## src/rtl/expr_pkg.sv

```systemverilog
// Shared constants and encodings for the streaming expression checker.
package expr_pkg;

  // ASCII characters the checker recognises
  localparam logic [7:0] CH_0     = 8'h30;
  localparam logic [7:0] CH_9     = 8'h39;
  localparam logic [7:0] CH_PLUS  = 8'h2B;
  localparam logic [7:0] CH_MINUS = 8'h2D;
  localparam logic [7:0] CH_STAR  = 8'h2A;
  localparam logic [7:0] CH_SLASH = 8'h2F;
  localparam logic [7:0] CH_LP    = 8'h28;
  localparam logic [7:0] CH_RP    = 8'h29;

  // Character classes after operator/paren enables are applied
  typedef enum logic [2:0] {
    CLS_DIG = 3'd0,
    CLS_OP  = 3'd1,
    CLS_LP  = 3'd2,
    CLS_RP  = 3'd3,
    CLS_BAD = 3'd4
  } cls_t;

  // Parser states: EMPTY = nothing seen, OPND = operand expected after op/'(',
  // NUM = last char a digit, CLOSE = last char ')', ERR = sticky failure
  typedef enum logic [2:0] {
    ST_EMPTY = 3'd0,
    ST_OPND  = 3'd1,
    ST_NUM   = 3'd2,
    ST_CLOSE = 3'd3,
    ST_ERR   = 3'd4
  } state_t;

endpackage

```

## src/rtl/expr_char_class.sv

```systemverilog
// Combinational classifier: ASCII char -> class code, honouring the operator
// enable mask and the parenthesis enable. Anything unrecognised or disabled is BAD.
module expr_char_class
  import expr_pkg::*;
#(
  parameter logic [3:0] OP_MASK  = 4'b1111,
  parameter int         PAREN_EN = 1
) (
  input  logic [7:0] ch,
  output cls_t       cls
);

  // Decode the char; OP_MASK bit order is {'/','*','-','+'}
  always_comb begin
    cls = CLS_BAD;
    if (ch >= CH_0 && ch <= CH_9) begin
      cls = CLS_DIG;
    end else begin
      case (ch)
        CH_PLUS:  if (OP_MASK[0]) cls = CLS_OP;
        CH_MINUS: if (OP_MASK[1]) cls = CLS_OP;
        CH_STAR:  if (OP_MASK[2]) cls = CLS_OP;
        CH_SLASH: if (OP_MASK[3]) cls = CLS_OP;
        CH_LP:    if (PAREN_EN != 0) cls = CLS_LP;
        CH_RP:    if (PAREN_EN != 0) cls = CLS_RP;
        default:  cls = CLS_BAD;
      endcase
    end
  end

endmodule

```

## config.mk

```make
export PLATFORM = sky130hd
export DESIGN_NAME = expr_char_class
export DESIGN_NICKNAME = d
export VERILOG_FILES = /design/src/rtl/expr_pkg.sv /design/src/rtl/expr_char_class.sv
export SDC_FILE = /design/constraint.sdc
export NUM_CORES = 1
export LEC_CHECK = 0
export CAP_MARGIN = 10
export CORE_AREA = 2 2 39 41
export DETAILED_ROUTE_END_ITERATION = 8
export DIE_AREA = 0 0 41 43
export SKIP_LAST_GASP = 1
export SLEW_MARGIN = 20
export SYNTH_ARGS = -nofsm -noshare
export SYNTH_HDL_FRONTEND = slang
export SYNTH_SLANG_ARGS = --single-unit
```

## constraint.sdc

```tcl
create_clock -name vclk -period 0.8
set_input_delay 0.12 -clock vclk [all_inputs]
set_output_delay 0.12 -clock vclk [all_outputs]
set_load 0.005 [all_outputs]
```

==> impl_results.rst <==
.. list-table::
   :header-rows: 1

   * - Metric
     - Value
   * - Outcome
     - complete, but fails checks
   * - Failing checks
     - negative setup slack
   * - Fraction of layout instances using a drive strength above 1
     - 66.7%
   * - Complex-gate fraction of the synthesized area
     - 41.5%
   * - Number of cell rows
     - 14
   * - Max Slew Vio Count
     - 0
   * - Routed length per instance
     - 8.16 um
   * - Element type at the critical path end
     - output pin
   * - Global-route wire length before repair
     - 614 um
   * - Area occupied by multi-input gates
     - 80.1 um2
   * - Commonest non-fill, non-tap cell in the layout
     - sky130_fd_sc_hd__buf_6
   * - Share of synthesized cell area in full adder, half adder and majority cells
     - 0%
   * - Placeable core region
     - 1380 um2
   * - Flip-flop and latch area
     - 0 um2
   * - Post-placement worst setup slack
     - -0.877 ns
   * - Netlist area before placement
     - 66.3 um2
   * - Count of vias placed by the detailed router
     - 134
   * - Antenna diode instance count
     - 0
   * - Overall Global Routing Usage
     - 4.80%
   * - Critical path data arrival time
     - 0.90 ns
   * - Type of element launching the critical path
     - primary input
   * - Vias per inst
     - 3.12
   * - Cells after DPL
     - 40
   * - Power density normalized to cell area
     - 349 nW/um2
   * - Fraction of the mapped netlist area in simple logic gates
     - 47.2%
   * - Tightest slew margin relative to the limit
     - 87.7%
   * - Yosys Warn Count
     - 0
   * - Worst hold endpoint
     - cls[1]
   * - Fill cells
     - 167
   * - Slew at the pin closest to its max-slew limit
     - 0.184 ns
   * - Number of nets with antenna violations after routing
     - 0
   * - Highest fanout seen on the critical path
     - 2
   * - Number of antenna violations at the first check in global routing
     - 0
   * - Crit Path Category
     - primary input to output pin
   * - Layout Utilization
     - 17.9%
   * - I/O pin total
     - 11
   * - Total of max-cap violations
     - 0
   * - Growth of design area from synthesis to finish
     - 274%
   * - Total Die Area
     - 1760 um2
   * - Net total in the final layout
     - 37
   * - Min-delay src
     - ch[6]
   * - Via count of the first global-routing pass
     - 160
   * - Pin count of the biggest net entering global routing
     - 4
   * - LEAKAGE
     - 0.113 nW
   * - Total routed wirelength
     - 351 um
   * - WHS
     - 0.663 ns
   * - Post-synthesis area per instance
     - 6.03 um2
   * - Final worst path period share
     - 128%
   * - DPL Wire Length
     - 282 um
   * - Sequential-to-total area share from yosys stat
     - 0%
   * - Unrepaired setup endpoints after global routing
     - true
   * - Xor and xnor area share after synthesis
     - 0%
   * - PortBufs
     - 11
   * - Portion of netlist area occupied by mux cells
     - 0%
   * - Unique masters post-synth
     - 8
   * - Final GP Congestion
     - 0.580
   * - Instance count of the mapped netlist
     - 11
   * - Final standard cell count with taps included and fillers excluded
     - 43
   * - Dominant combinational cell family by area after synthesis
     - simple AND/OR/NAND/NOR gates
   * - Overflow left after global routing
     - 0
   * - DRC violations left
     - 0
   * - Worst Hold Class
     - primary input to output pin
   * - Number of stages on the worst hold path
     - 6
   * - Initial Utilization
     - 4.79%
   * - Maximum frequency from static timing analysis
     - 980 MHz
   * - Count of sequential standard cells
     - 0
   * - Final Critical Period
     - 1.02 ns
   * - Final worst-path setup slack
     - -0.220 ns
   * - Overall die width
     - 41 um
   * - Net count of the mapped netlist
     - 19
   * - Count of final hold-check violations
     - 0
   * - Height of the die
     - 43 um
   * - CP required
     - 0.68 ns
   * - Number of DRC violations after detailed-routing iteration 0
     - 4
   * - # clk buffers
     - 0
   * - Most frequent cells in the layout
     - sky130_fd_sc_hd__buf_6 (5), sky130_fd_sc_hd__buf_2 (4)
   * - Number of setup violations in the final report
     - 3
   * - Max IR drop VDD
     - 56.7 uV
   * - DRT Pass-1 Iters
     - 2
-- worst max-delay path, cell delays in order --
cell and delay, ns:
sky130_fd_sc_hd__buf_6 0.09, sky130_fd_sc_hd__nor3b_4 0.22, sky130_fd_sc_hd__nand3_2 0.11, sky130_fd_sc_hd__buf_6 0.13, sky130_fd_sc_hd__nor3_4 0.10, sky130_fd_sc_hd__buf_2 0.13
-- cell type report --
| class | instances | share of cell area [%] |
|---|---|---|
| tap | 16 | 8.08 |
| multi-input combinational | 9 | 32.3 |
| inverter | 2 | 3.03 |
| timing repair buffer | 16 | 56.6 |
-- where the power goes --
group	switching, mW	internal, mW
clock	0	0
combinational	0.0334	0.0531
sequential	0	0
total	0.0334	0.0531
-- logic make-up after synthesis --
kind of cell,count (synthesis)
AOI/OAI and AO/OA,5
buffers and inverters,2
and+or+nand+nor,4
-- synth_stat cells, drive strengths merged --
cell   number  area share (%)
o21ai       1             7.5
nor2        1             5.7
inv         2              11
nor3        1              15
nor3b       1              19
a21o        1              11
a21oi       3              23
nand3       1             7.5
-- worst max-delay path by stage --
stage,from,to,slack (ns)
3_5_place_dp,ch[5],cls[1],-0.88
2_1_floorplan,ch[6],cls[2],0.14
6_report,ch[6],cls[1],-0.22
5_1_grt,ch[6],cls[1],-0.31
4_1_cts,ch[7],cls[1],-0.29
3_3_place_gp,ch[5],cls[1],-0.85
-- routing by layer --
| metal | vias to the layer above | wire length, um | track usage, % |
|---|---|---|---|
| met2 | 1 | 252 | 10.9 |
| met3 | 0 | 0 | 0 |
| met1 | 61 | 97 | 4.13 |
| met5 | - | 0 | 0 |
| met4 | 0 | 0 | 0 |
| li1 | 72 | - | - |
-- what timing repair did --
item,4_1_cts,5_1_grt
pin swaps,5,4
buffers inserted,2,1
gates resized for setup,44,0
hold buffers,0,0
endpoints found under the setup margin,3,3
hold endpoints to repair,0,0
-- metrics by stage --
step,TNS [ns],total power [mW],cell area (um2)
after floorplan,0,0.0143,66.3
after global placement,-2.47,0.0737,211
after detailed placement,-2.51,0.0751,211
after CTS,-0.610,0.0842,240
after global routing,-0.839,0.0940,248
final,-0.623,0.0865,248
Power figures use the tool's default switching activity.
